$ cat src/rtl/divider_sequencer_pkg.sv
// Shared definitions for the restoring divider: default operand width and
// the sequencer state encoding.
package divider_sequencer_pkg;

    localparam int bit_width = 8;

    typedef enum logic [1:0] {
        div_state_idle = 2'd0,
        div_state_run  = 2'd1,
        div_state_done = 2'd2
    } div_state_t;

endpackage

$ cat src/rtl/divider_sequencer_subtractor.sv
// Unsigned subtractor with borrow-out, used for the divider's trial subtraction.
module subtractor #(
    parameter int width = 9
) (
    input  logic [width-1:0] i_a,
    input  logic [width-1:0] i_b,
    output logic [width-1:0] o_diff,
    output logic             o_borrow
);

    logic [width:0] w_full;

    assign w_full   = {1'b0, i_a} - {1'b0, i_b};
    assign o_diff   = w_full[width-1:0];
    assign o_borrow = w_full[width];

endmodule

$ cat src/rtl/divider_sequencer.sv
// Multi-cycle restoring unsigned divider: one quotient bit per clock through a
// single shared width+1 bit subtractor.
//
// state | meaning
// IDLE  | waiting for start; outputs hold the last result
// RUN   | one trial subtraction per cycle, width cycles total
// DONE  | one-cycle done pulse; a new start is accepted here too
module divider_sequencer
    import divider_sequencer_pkg::*;
#(
    parameter int width = bit_width
) (
    input  logic             clock,
    input  logic             reset_n,
    input  logic             start,
    input  logic [width-1:0] dividend,
    input  logic [width-1:0] divisor,
    output logic             busy,
    output logic             done,
    output logic [width-1:0] quotient,
    output logic [width-1:0] remainder,
    output logic             divide_by_zero
);

    localparam int cnt_w = $clog2(width + 1);

    div_state_t       r_state;
    div_state_t       w_state_next;
    logic [width:0]   r_rem;
    logic [width-1:0] r_dvd_shift;
    logic [width-1:0] r_quo_shift;
    logic [width-1:0] r_dvsr;
    logic [cnt_w-1:0] r_cnt;

    logic             w_accept;
    logic             w_last;
    logic             w_borrow;
    logic [width:0]   w_rem_shift;
    logic [width:0]   w_diff;
    logic [width:0]   w_rem_next;
    logic [width-1:0] w_quo_next;
    logic             w_unused;

    assign w_accept    = start && (r_state != div_state_run);
    assign w_last      = (r_state == div_state_run) && (r_cnt == cnt_w'(1));
    assign w_rem_shift = {r_rem[width-1:0], r_dvd_shift[width-1]};
    assign w_rem_next  = w_borrow ? w_rem_shift : w_diff;
    assign w_quo_next  = {r_quo_shift[width-2:0], ~w_borrow};
    // R never exceeds the divisor, so its top bit only guards the subtraction
    assign w_unused    = ^{r_rem[width], r_quo_shift[width-1]};

    subtractor #(.width(width + 1)) u_subtractor (
        .i_a      (w_rem_shift),
        .i_b      ({1'b0, r_dvsr}),
        .o_diff   (w_diff),
        .o_borrow (w_borrow)
    );

    always_ff @(posedge clock or negedge reset_n) begin
        if (!reset_n) r_state <= div_state_idle;
        else          r_state <= w_state_next;
    end

    always_comb begin
        w_state_next = r_state;
        busy         = 1'b0;
        done         = 1'b0;
        case (r_state)
            div_state_idle: if (start) w_state_next = div_state_run;
            div_state_run: begin
                busy = 1'b1;
                if (r_cnt == cnt_w'(1)) w_state_next = div_state_done;
            end
            div_state_done: begin
                done         = 1'b1;
                w_state_next = start ? div_state_run : div_state_idle;
            end
            default: w_state_next = div_state_idle;
        endcase
    end

    always_ff @(posedge clock or negedge reset_n) begin
        if (!reset_n) begin
            r_rem          <= '0;
            r_dvd_shift    <= '0;
            r_quo_shift    <= '0;
            r_dvsr         <= '0;
            r_cnt          <= '0;
            quotient       <= '0;
            remainder      <= '0;
            divide_by_zero <= 1'b0;
        end else if (w_accept) begin
            r_rem          <= '0;
            r_dvd_shift    <= dividend;
            r_quo_shift    <= '0;
            r_dvsr         <= divisor;
            r_cnt          <= cnt_w'(width);
            divide_by_zero <= (divisor == '0);
        end else if (r_state == div_state_run) begin
            r_rem       <= w_rem_next;
            r_dvd_shift <= {r_dvd_shift[width-2:0], 1'b0};
            r_quo_shift <= w_quo_next;
            r_cnt       <= r_cnt - cnt_w'(1);
            if (w_last) begin
                quotient  <= w_quo_next;
                remainder <= w_rem_next[width-1:0];
            end
        end
    end

endmodule

$ cat config.mk
export PLATFORM = sky130hd
export DESIGN_NAME = divider_sequencer
export DESIGN_NICKNAME = d
export VERILOG_FILES = /design/src/rtl/divider_sequencer_pkg.sv /design/src/rtl/divider_sequencer_subtractor.sv /design/src/rtl/divider_sequencer.sv
export SDC_FILE = /design/constraint.sdc
export NUM_CORES = 1
export LEC_CHECK = 0
export ABC_AREA = 1
export CORE_ASPECT_RATIO = 0.7
export CORE_MARGIN = 5
export CORE_UTILIZATION = 46
export CTS_BUF_LIST = sky130_fd_sc_hd__clkbuf_2 sky130_fd_sc_hd__clkbuf_4 sky130_fd_sc_hd__clkbuf_8
export DETAILED_ROUTE_END_ITERATION = 16
export HOLD_SLACK_MARGIN = 0.12
export PLACE_DENSITY = 0.69
export SYNTH_ARGS = -nofsm -noshare
export SYNTH_HDL_FRONTEND = slang
export SYNTH_SLANG_ARGS = --single-unit
$ cat constraint.sdc
create_clock -name clock -period 4.7 [get_ports clock]
set_input_delay 0.705 -clock clock [delete_from_list [all_inputs] [get_ports clock]]
set_output_delay 0.705 -clock clock [all_outputs]
set_load 0.02 [all_outputs]
# == Word level (Yosys, flattened, before mapping) ==
# Index checks and enable logic that the tools add are counted.
# classes
add_sub_neg,2
n_eq_ne,6
mux,15
bitwise_logic,2
reduce_logical,7
# op_table
op,count
$mux W8,5
$mux W7,2
$sub A9 B8 Y10,1
$logic_not A8 Y1,1
$mux W4,2
$pmux W2 S3,1
$eq A4 B1 Y1 const B,1
$mux W2,2
$ne A2 B2 Y1 const B,2
$sub A4 B1 Y4 const B,1
$mux W1,3
$reduce_and A3 Y1,1
$eq A2 B1 Y1 const B,1
$eq A2 B2 Y1 const B,1
$logic_and A1 B1 Y1,2
$logic_not A2 Y1,1
$ne A2 B1 Y1 const B,1
$not A1 Y1,2
$reduce_and A2 Y1,1
$reduce_bool A2 Y1,1
# word_totals
ff_bits,54
word_cells,41

# == Logic depth before layout (Yosys ltp) ==
# Gate-level depths: netlist of the first run.
# depth
word_depth,4
mapped_depth,13
depth_no_buf,13

# == Hierarchy ==
# Synthesis of the first run repeated with hierarchy kept, for this count alone.
# unflattened
cells_unflattened,371
hier_area_um2,2884.0
# by_module_without_submodules
module,n_inst,cells_each,area_each_um2,seq_area_each_um2
divider_sequencer,1,270,2364.8,1351.3
subtractor,1,101,519.2,0.0

# == Worst setup path after synthesis of the first run ==
# OpenSTA, ideal clock, no wires.
# synth_path
kind,register to register
startpoint,register r_rem[3]
endpoint,register r_rem[5]
setup_ps,116
t_arrival_ps,1555
required_ps,4584
setup_slack_ps,3029
path_stages_with_launch,13
path_buffers,1
path_cell_list,dfrtp_1 ha_1 nand2_2 inv_1 nand2_1 nand2_1 nand2_1 nand3_2 buf_6 nand3_2 nand2_2 nand2_1 nand2_1
# synth_between
elab_chain_len,4
# synth_rtl
item,line_no,rtl
from (decl),divider_sequencer.sv:29,logic [width:0] r_rem;
from (signal assigned),divider_sequencer.sv:100,r_rem <= w_rem_next;
$sub A9 B8 Y10,divider_sequencer_subtractor.sv:13,"assign w_full = {1'b0, i_a} - {1'b0, i_b};"
$mux W8,divider_sequencer.sv:47,assign w_rem_next = w_borrow ? w_rem_shift : w_diff;
$mux W8,divider_sequencer.sv:99,end else if (r_state == div_state_run) begin
$mux W8,divider_sequencer.sv:92,end else if (w_accept) begin
# No other way between the ends. The select of a mux whose other input is x is not followed.
# A chain may end at the register's enable or synchronous reset.

# == Worst setup path after layout of the first run ==
# layout_path
startpoint,register r_state[1]
endpoint,output busy
# layout_between
elab_chain_len,2
# layout_rtl
item,line_no,rtl
from (decl),divider_sequencer.sv:27,div_state_t r_state;
from (signal assigned),divider_sequencer.sv:60,if (!reset_n) r_state <= div_state_idle;
from (signal assigned),divider_sequencer.sv:61,else r_state <= w_state_next;
$eq A2 B1 Y1,divider_sequencer.sv:68,case (r_state)
$mux W1,divider_sequencer.sv:68,
to (decl),divider_sequencer.sv:18,"output logic busy,"
# No other way between the ends.

==> PnR_summary.wiki, run 1 <==
{| class="wikitable"
! Metric !! Value
|-
| Count of buffers from port buffering || 37
|-
| Filler-free cell count of the finished design || 429
|-
| Setup Skew || 0.0108 ns
|-
| Die Height || roughly 74 um
|-
| Transition time of the tightest slew-check pin || 0.669 ns
|-
| Reg clk slew, reported paths || 0.10 ns
|-
| Total Wirelength || roughly 6 mm
|-
| Met3 Track Usage GR || 3.75%
|-
| Post-Syn Instances || 316
|-
| Post-route design area || 0.00321 mm2
|-
| Post-Route Setup TNS || 0 ns
|-
| Area of the die || between 0.007 and 0.008 mm2
|-
| Violation count after the first detailed-routing iteration || 126
|-
| Total Routing Usage GR || 16.8%
|-
| Number of distinct standard cells referenced by the synthesized netlist || 33
|-
| Residual DRC count || 0
|-
| R2r worst-path depth || 11
|-
| Result of the run || finished clean
|-
| Antenna violations before repair || 0
|-
| Layout cells sized above 1 || 9.04%
|-
| Overall via count from detail_route || 2164
|-
| Core Box Area || roughly 0.0057 mm2
|-
| Synth Flop Type || dfrtp_1
|-
| Tightest slew margin relative to the limit || 55.4%
|-
| Die span in x || 102 um
|-
| Syn Area/Cell || 8.58 um2
|-
| Highest clock rate || roughly 380 MHz
|-
| Required time of the critical path || 3.99 ns
|-
| Final count of pins violating max slew || 0
|-
| Commonest cells after routing, fill and taps aside || 103 x nand2_1, 54 x dfrtp_1, 44 x inv_1
|-
| Average vias per placed instance || 5.04
|-
| Final-report setup violation count || 0
|-
| Crit end category || output port
|-
| DP Worst Slack || 2.38 ns
|-
| Power per cell area || 764 mW/mm2
|-
| Register bit total from synthesis || 54
|-
| Total nets after synthesis || 346
|-
| Hold Path Class || reg2reg
|-
| HPWL after DPL || between 4 and 5 mm
|-
| Min Hold Slack || approximately 0.49 ns
|-
| Starting Density || 47.3%
|-
| First-pass GRT wire length || 9.91 mm
|-
| Placement-stage cell area || 0.00312 mm2
|-
| Post-CTS setup-driven buffer insertion count || 0
|-
| Minimum clock period after layout || 2.63 ns
|-
| GR met2 Demand/Resource || roughly a quarter
|-
| Post-synthesis async set-or-reset flop share || 100%
|-
| Worst skew pair latency || 0.31 ns
|-
| Worst Path Max Fanout || 17
|-
| Static power due to leakage || about 1.6 nW
|-
| Routed length per placed instance || between 10 and 15 um
|-
| Number of clock sinks seen by CTS || between 50 and 60
|-
| Most common cell after layout, fill and taps aside || nand2_1
|-
| Maximum buffer depth of the clock tree || 2
|-
| Final cycle utilization of the critical path || between 50% and 60%
|-
| Kind of launch point of the worst setup path || register
|-
| CTS HTree Levels || 2
|-
| Gr busiest metal || met1
|-
| Maximum number of pins on one net before global-route repair || 55
|-
| Worst VDD drop || approximately 210 uV
|-
| TritonCTS clock tree || built
|-
| Number of top-level pins || 38
|-
| Met1 Use GR || 26.0%
|-
| Worst setup slack after layout || 2.07 ns
|-
| Total Nets Final || 383
|-
| Number of placed instances with taps included || between 400 and 500
|-
| Number of clock buffers inserted by TritonCTS || 5
|-
| Total of cells resized after clock tree synthesis || 0
|-
| Count of max-cap constraint violations || 0
|-
| Hold Buf Count CTS || 0
|-
| Number of antenna cells inserted || 0
|-
| Global route overflow || 0
|-
| Number of hold-slack violations in the final timing report || 0
|-
| Setup repair after global routing missed its margin || no
|-
| Number of antenna-violating nets in the routed design || 0
|-
| Rows || 23
|-
| Critical path type || reg2out
|-
| Number of optimization iterations in the first detailed-route pass || 4
|-
| Number of cells on the worst hold path || 2
|-
| Number of global-route vias before repair || between 2000 and 2500
|-
| RD Place Congestion || 0.825
|-
| Worst path arrival time || ~1.9 ns
|-
| Netlist area before placement || 0.00271 mm2
|-
| Area Growth Syn to Fin || 18.5%
|-
| Seq/Total Area, Yosys || 49.8%
|-
| Clock Root Buffer || clkbuf_8
|-
| Number of enable-type register cells in the synthesized netlist || 0
|-
| Synth Warn # || 0
|}
## cells in the mapped netlist, types with 4 or more instances
library cell | count | share of area (%)
o211ai_1 | 4 | 1.1
nand3b_1 | 4 | 1.1
a21oi_1 | 4 | 0.74
nand3_2 | 5 | 1.8
dfrtp_1 | 54 | 50
nor2_1 | 8 | 1.1
nand3_1 | 8 | 1.5
clkbuf_1 | 4 | 0.55
o22ai_1 | 7 | 1.6
o21ai_0 | 22 | 4.1
nand4_1 | 7 | 1.6
inv_1 | 44 | 6.1
nand2_2 | 6 | 1.4
nand2_1 | 103 | 14
ha_1 | 10 | 4.6
## stage by stage
step                power, mW  util [%]
floorplan                1.84         -
global placement         2.16      54.5
detailed placement       2.20      54.5
CTS                      2.47      56.1
global route             2.68      56.1
finish                   2.46      56.1
## per-layer routing
layer	share of wire (%)	wire length, um
met2	42	2480
met5	0	0
met3	6.9	408
met1	51	2970
met4	0.27	16
## final cells by class
type	instances	area [um2]
Sequential cell	54	1350
Clock inverter	2	13.8
Tap cell	75	93.8
Multi-Input combinational cell	208	1130
Clock buffer	6	76.3
Timing Repair Buffer	39	380
Fill cell	556	2510
Inverter	45	169
## sequential cells by signal, summed over array words and instances, names as in the netlist
name            flops
divide_by_zero      1
quotient            8
r_cnt               4
r_dvd_shift         8
r_dvsr              8
r_quo_shift         7
r_rem               8
r_state             2
remainder           8
## worst paths after layout
check / startpoint / slack [ns] / to
setup / recovery: r_state[1] / 2.07 / busy
hold / removal: quotient[5] / 0.49 / quotient[5]
setup reg to reg: r_rem[3] / 2.63 / r_rem[4]
hold reg to reg: quotient[5] / 0.49 / quotient[5]
max in group asynchronous: reset_n / 3.74 / r_dvsr[6]
min in group asynchronous: reset_n / 0.51 / r_rem[6]
## kinds of logic after synthesis
logic type	share of synthesized area, %
AND/OR/NAND/NOR	24.9
flip-flops	49.8
adder cells (fa/ha/maj)	5.35
XOR/XNOR	0.969
buffers and inverters	8.54
AO/OA/AOI/OAI	10.4
## power breakdown
| part | leakage [nW] | switching, mW | internal [mW] |
|---|---|---|---|
| Combinational | 0.843 | 0.865 | 0.552 |
| Sequential | 0.685 | 0.107 | 0.671 |
| Clock | 0.0486 | 0.150 | 0.111 |
## worst max-delay path, cell delays in order (launching register included)
cell	delay, ns
dfrtp_1	0.37
inv_1	0.07
nand2_2	0.19
inv_2	0.31
clkdlybuf4s50_1	0.67
Power figures use the tool's default switching activity.
==> inputs of run 2 (changes only) <==
Settings changed: PLACE_DENSITY 0.69 to 0.72.
Clock period 4.7 ns to 2.3 ns, I/O delays scaled along.
==> PnR_summary.wiki, run 2 (synthesized netlist as in run 1, its figures left out) <==
{| class="wikitable"
! Metric !! Value
|-
| Count of max-cap constraint violations || 0 (unchanged)
|-
| Setup Skew || 0.00289 ns (-0.00793 ns)
|-
| Area Growth Syn to Fin || 20.2%
|-
| Total Nets Final || 386 (+0.78%)
|-
| Maximum buffer depth of the clock tree || 2 (unchanged)
|-
| Result of the run || finished clean
|-
| Total Wirelength || 5.89 mm (+0.17%)
|-
| Total of cells resized after clock tree synthesis || 0 (unchanged)
|-
| Layout cells sized above 1 || 9.80% (+0.76 points)
|-
| Residual DRC count || 0 (unchanged)
|-
| Setup crit start || r_state[1]
|-
| Worst skew pair latency || 0.30 ns (about the same)
|-
| RR Startpoint || r_rem[3]
|-
| Setup repair after global routing missed its margin || no
|-
| Total Routing Usage GR || 16.8% (+0.067 points)
|-
| Die span in x || 102 um (unchanged)
|-
| Average vias per placed instance || 5.04 (about the same)
|-
| Routed length per placed instance || 13.6 um (-0.53%)
|-
| R2r worst-path depth || 11 (unchanged)
|-
| Number of global-route vias before repair || 2097 (+2.4%)
|-
| Rows || 23 (unchanged)
|-
| Final-report setup violation count || 0 (unchanged)
|-
| Post-Route Setup TNS || 0 ns (unchanged)
|-
| DP Worst Slack || 0.353 ns (-2.03 ns)
|-
| Worst VDD drop || 500 uV (+140%)
|-
| Worst setup slack after layout || 0.323 ns (-1.75 ns)
|-
| Placement-stage cell area || 0.00315 mm2 (+0.72%)
|-
| Min Hold Slack || 0.146 ns (-0.344 ns)
|-
| HPWL after DPL || 4.40 mm (+0.13%)
|-
| Crit end category || output port
|-
| Worst R2R Setup Slack || 0.33 ns (-2.30 ns)
|-
| Tightest slew margin relative to the limit || 55.1% (-0.24 points)
|-
| Transition time of the tightest slew-check pin || 0.673 ns (+0.00362 ns)
|-
| TritonCTS clock tree || built
|-
| RD Place Congestion || 0.906 (+9.8%)
|-
| Number of optimization iterations in the first detailed-route pass || 4 (unchanged)
|-
| Number of top-level pins || 38 (unchanged)
|-
| Reg clk slew, reported paths || 0.09 ns (about the same)
|-
| Final total power || 5.18 mW (+110%)
|-
| Violation count after the first detailed-routing iteration || 97 (-23%)
|-
| Antenna violations before repair || 0 (unchanged)
|-
| Post-CTS setup-driven buffer insertion count || 0 (unchanged)
|-
| Power per cell area || 1590 mW/mm2 (+110%)
|-
| Kind of launch point of the worst setup path || register
|-
| Final count of pins violating max slew || 0 (unchanged)
|-
| Static power due to leakage || 1.60 nW (+1.6%)
|-
| First-pass GRT wire length || 9.94 mm (+0.34%)
|-
| Hold Buf Count CTS || 0 (unchanged)
|-
| Critical path type || reg2out
|-
| Clock Root Buffer || clkbuf_8
|-
| Minimum clock period after layout || 1.98 ns
|-
| Die Height || 74.2 um (unchanged)
|-
| Highest clock rate || 506 MHz
|-
| Count of buffers from port buffering || 37 (unchanged)
|-
| Worst path arrival time || 1.63 ns (-0.29 ns)
|-
| Post-route design area || 0.00326 mm2 (+1.4%)
|-
| Number of clock sinks seen by CTS || 54 (unchanged)
|-
| Hold Path Class || in2async
|-
| Number of hold-slack violations in the final timing report || 0 (unchanged)
|-
| Commonest cells after routing, fill and taps aside || 103 x nand2_1, 54 x dfrtp_1, 44 x inv_1
|-
| Endpoint of the most critical register-to-register path || r_rem[3]
|-
| Final cycle utilization of the critical path || 85.9%
|-
| Area of the die || 0.00755 mm2 (unchanged)
|-
| Most common cell after layout, fill and taps aside || nand2_1
|-
| Global route overflow || 0 (unchanged)
|-
| Number of clock buffers inserted by TritonCTS || 5 (unchanged)
|-
| Maximum number of pins on one net before global-route repair || 55 (unchanged)
|-
| Required time of the critical path || 1.96 ns (-2.03 ns)
|-
| Core Box Area || 0.00573 mm2 (unchanged)
|-
| Overall via count from detail_route || 2177 (+0.60%)
|-
| Number of antenna-violating nets in the routed design || 0 (unchanged)
|-
| CTS HTree Levels || 2 (unchanged)
|-
| Worst Path Max Fanout || 5 (-12)
|-
| Starting Density || 47.3% (unchanged)
|-
| Number of antenna cells inserted || 0 (unchanged)
|}
==> run 2: power breakdown <==
| part | internal (mW) | leakage [nW] | total, mW | switching, mW |
|---|---|---|---|---|
| Sequential | 1.37 | 0.685 | 1.59 | 0.218 |
| Combinational | 1.16 | 0.857 | 2.94 | 1.78 |
| Clock | 0.350 | 0.0593 | 0.649 | 0.299 |
| Total | 2.88 | 1.60 | 5.18 | 2.30 |
==> run 2: worst max path at each step <==
stage	endpoint	slack (ns)
final	busy	0.32
after global routing	r_rem[3]	0.17
after CTS	busy	0.32
after detailed placement	r_rem[3]	0.35
after global placement	remainder[3]	0.43
after floorplan	r_rem[5]	0.63
==> run 2: critical path: stages (launching register included) <==
cell and delay [ns]:
dfrtp_1 0.37, inv_1 0.08, nand2_2 0.10, inv_2 0.15, clkdlybuf4s50_1 0.63
==> run 2: cell type report <==
type,count,area [um2]
clock buffer,7,83.8
clock inverter,1,30.0
fill,547,2470
inverter,45,169
multi-input combinational,208,1130
sequential,54,1350
tap,75,93.8
timing repair buffer,42,403
==> run 2: per-stage QoR <==
stage               utilization [%]  cells
floorplan                         -    316
detailed placement             54.9    424
global route                   56.9    432
CTS                            56.9    432
global placement               54.9    424
finish                         56.9    432
==> run 2: routing by layer <==
| layer | global-route usage (%) | routed length [um] | vias to the layer above |
|---|---|---|---|
| li1 | - | - | 1090 |
| met1 | 25.0 | 2930 | 1027 |
| met2 | 25.1 | 2520 | 54 |
| met3 | 4.40 | 407 | 6 |
| met4 | 3.24 | 42 | 0 |
| met5 | 0 | 0 | - |
==> inputs of run 3 (changes only) <==
Settings changed: CORE_MARGIN 5 to 4.
==> PnR_summary.wiki, run 3 (synthesized netlist as in run 1, its figures left out) <==
{| class="wikitable"
! Metric !! Value
|-
| Post-Route Setup TNS || 0 ns (unchanged)
|-
| TritonCTS clock tree || built
|-
| Rows || 23 (unchanged)
|-
| Worst path arrival time || 2.25 ns (+0.62 ns)
|-
| Reg clk slew, reported paths || 0.08 ns (about the same)
|-
| Crit end category || register
|-
| Top cell by count, worst path || nand2_1
|-
| Number of global-route vias before repair || 2149 (+2.5%)
|-
| Area Growth Syn to Fin || 20.2% (unchanged)
|-
| Post-route design area || 0.00326 mm2 (unchanged)
|-
| Antenna violations before repair || 0 (unchanged)
|-
| Met1 Wirelength || 2.97 mm (+1.5%)
|-
| Die Height || 72.2 um (-2.7%)
|-
| Met2 routed WL || 2.46 mm (-2.2%)
|-
| Static power due to leakage || 1.60 nW (-0.29%)
|-
| Worst VDD drop || 448 uV (-10%)
|-
| Starting Density || 47.3% (unchanged)
|-
| Worst Path Max Fanout || 12 (+7)
|-
| Violation count after the first detailed-routing iteration || 162 (+67%)
|-
| Setup repair after global routing missed its margin || no
|-
| Global route overflow || 0 (unchanged)
|-
| # fillers || 512 (-6.4%)
|-
| RD Place Congestion || 0.817 (-9.8%)
|-
| Total Routing Usage GR || 17.1% (+0.30 points)
|-
| Maximum number of pins on one net before global-route repair || 35 (-36%)
|-
| CP top delay family || simple AND/OR/NAND/NOR gates
|-
| Highest clock rate || 485 MHz (-4.1%)
|-
| Count of max-cap constraint violations || 0 (unchanged)
|-
| Worst skew pair latency || 0.30 ns (about the same)
|-
| Required time of the critical path || 2.49 ns (+0.53 ns)
|-
| Number of antenna-violating nets in the routed design || 0 (unchanged)
|-
| Hold Path Class || reg2reg
|-
| Number of clock sinks seen by CTS || 54 (unchanged)
|-
| Kind of launch point of the worst setup path || register
|-
| Number of antenna cells inserted || 0 (unchanged)
|-
| Overall via count from detail_route || 2168 (-0.41%)
|-
| CTS HTree Levels || 2 (unchanged)
|-
| Setup Skew || 0.00773 ns (+0.00484 ns)
|-
| Total Wirelength || 5.73 mm (-2.7%)
|-
| Power per cell area || 1550 mW/mm2 (-2.8%)
|-
| Core Box Area || 0.00573 mm2 (unchanged)
|-
| Slowest cell on crit path || dfrtp_1
|-
| Transition time of the tightest slew-check pin || 0.638 ns (-0.0352 ns)
|-
| HPWL after DPL || 4.31 mm (-2.0%)
|-
| Critical path type || reg2reg
|-
| Metal3 WL || 279 um (-31%)
|-
| Area of the die || 0.00721 mm2 (-4.6%)
|-
| Final cycle utilization of the critical path || 89.6% (+3.7 points)
|-
| Peak per-stage delay on the critical path || 0.41 ns (-0.22 ns)
|-
| Final-report setup violation count || 0 (unchanged)
|-
| Number of clock buffers inserted by TritonCTS || 5 (unchanged)
|-
| Bufs and invs on worst path || 1 (-2)
|-
| Result of the run || finished clean
|-
| Number of hold-slack violations in the final timing report || 0 (unchanged)
|-
| Minimum clock period after layout || 2.06 ns (+0.0843 ns)
|-
| Tightest slew margin relative to the limit || 57.5% (+2.3 points)
|-
| Maximum buffer depth of the clock tree || 2 (unchanged)
|-
| Top layer in use || met4
|-
| Die span in x || 99.8 um (-2.0%)
|-
| Count of buffers from port buffering || 37 (unchanged)
|-
| Most common cell after layout, fill and taps aside || nand2_1
|-
| Layout cells sized above 1 || 9.78% (-0.027 points)
|-
| First-pass GRT wire length || 9.92 mm (-0.20%)
|-
| Residual DRC count || 0 (unchanged)
|-
| Final count of pins violating max slew || 0 (unchanged)
|-
| Placement-stage cell area || 0.00317 mm2 (+0.64%)
|-
| Clock Root Buffer || clkbuf_8
|-
| Average vias per placed instance || 5.01 (-0.64%)
|-
| Number of top-level pins || 38 (unchanged)
|-
| Routed length per placed instance || 13.2 um (-3.0%)
|-
| Number of optimization iterations in the first detailed-route pass || 4 (unchanged)
|-
| Commonest cells after routing, fill and taps aside || 103 x nand2_1, 54 x dfrtp_1, 44 x inv_1
|-
| Critical Path, Cell by Cell || ha_1 -> nand2_1 -> nand2_1 -> inv_1 -> nand2_1 -> nand2_1 -> nand3_2 -> nand2_1 -> o21ai_2 -> nand2_1 -> nand2_1
|-
| Total Nets Final || 388 (+0.52%)
|}
run 3: changes by cell type in the layout (fill, tap and decap cells not counted), sizes merged:
| cell | before | now |
|---|---|---|
| dlygate4sd3 | 0 | 1 |
| clkbuf | 7 | 6 |
| buf | 6 | 7 |
| bufinv | 1 | 0 |
| clkinvlp | 0 | 1 |
run 3: what timing repair did:
item	in CTS	in global routing
hold buffers	1	0
buffers inserted	0	0
hold endpoints to repair	20	0
resized for setup	0	0
run 3: path summary, 6_finish.rpt:
kind	depth (start not counted)	end	slack, ns	startpoint
worst max-delay path	11	remainder[4]	0.24	r_rem[3]
worst min-delay path	2	remainder[6]	0.48	remainder[6]
worst max register to register	11	remainder[4]	0.24	r_rem[3]
worst min register to register	2	remainder[6]	0.48	remainder[6]
max in group asynchronous	3	r_rem[2]	1.22	reset_n
min in group asynchronous	2	remainder[2]	0.53	reset_n
run 3: cell type report:
cell class                 count  area, um2  share of cell area [%]
clock inverter                 1       7.51                   0.230
inverter                      45        169                    5.18
multi-input combinational    208       1130                    34.6
timing repair buffer          44        433                    13.3
clock buffer                   6       76.3                    2.34
tap                           75       93.8                    2.88
sequential                    54       1350                    41.5
run 3: worst register-to-register path, delay by kind of cell, from the launching register on:
kind,cells,cell delay [ns]
AND/OR/NAND/NOR,8,1.02
flip-flops,1,0.41
adder cells (fa/ha/maj),1,0.37
buffers and inverters,1,0.07
AO/OA/AOI/OAI,1,0.07
run 3: stage by stage:
step	cells	hold slack (ns)	setup WS (ns)	power, mW	util (%)
6_report	433	0.482	0.239	5.04	56.9
5_1_grt	433	0.517	0.0835	5.54	56.9
4_1_cts	433	0.488	0.244	5.07	56.9
3_5_place_dp	425	0.338	0.260	4.55	55.3
3_3_place_gp	425	0.340	0.374	4.47	55.3
2_1_floorplan	316	0.0494	0.629	3.76	-
run 3: layer usage:
| metal | global-route usage, % | vias to the layer above |
|---|---|---|
| met1 | 25.8 | 1029 |
| li1 | - | 1089 |
| met4 | 3.48 | 0 |
| met2 | 25.6 | 48 |
| met3 | 3.84 | 2 |
| met5 | 0 | - |
run 3: power breakdown:
group / total, mW / switching (mW) / internal (mW)
logic: 2.94 / 1.77 / 1.17
clock network: 0.509 / 0.288 / 0.221
registers: 1.59 / 0.216 / 1.37
total: 5.04 / 2.27 / 2.76
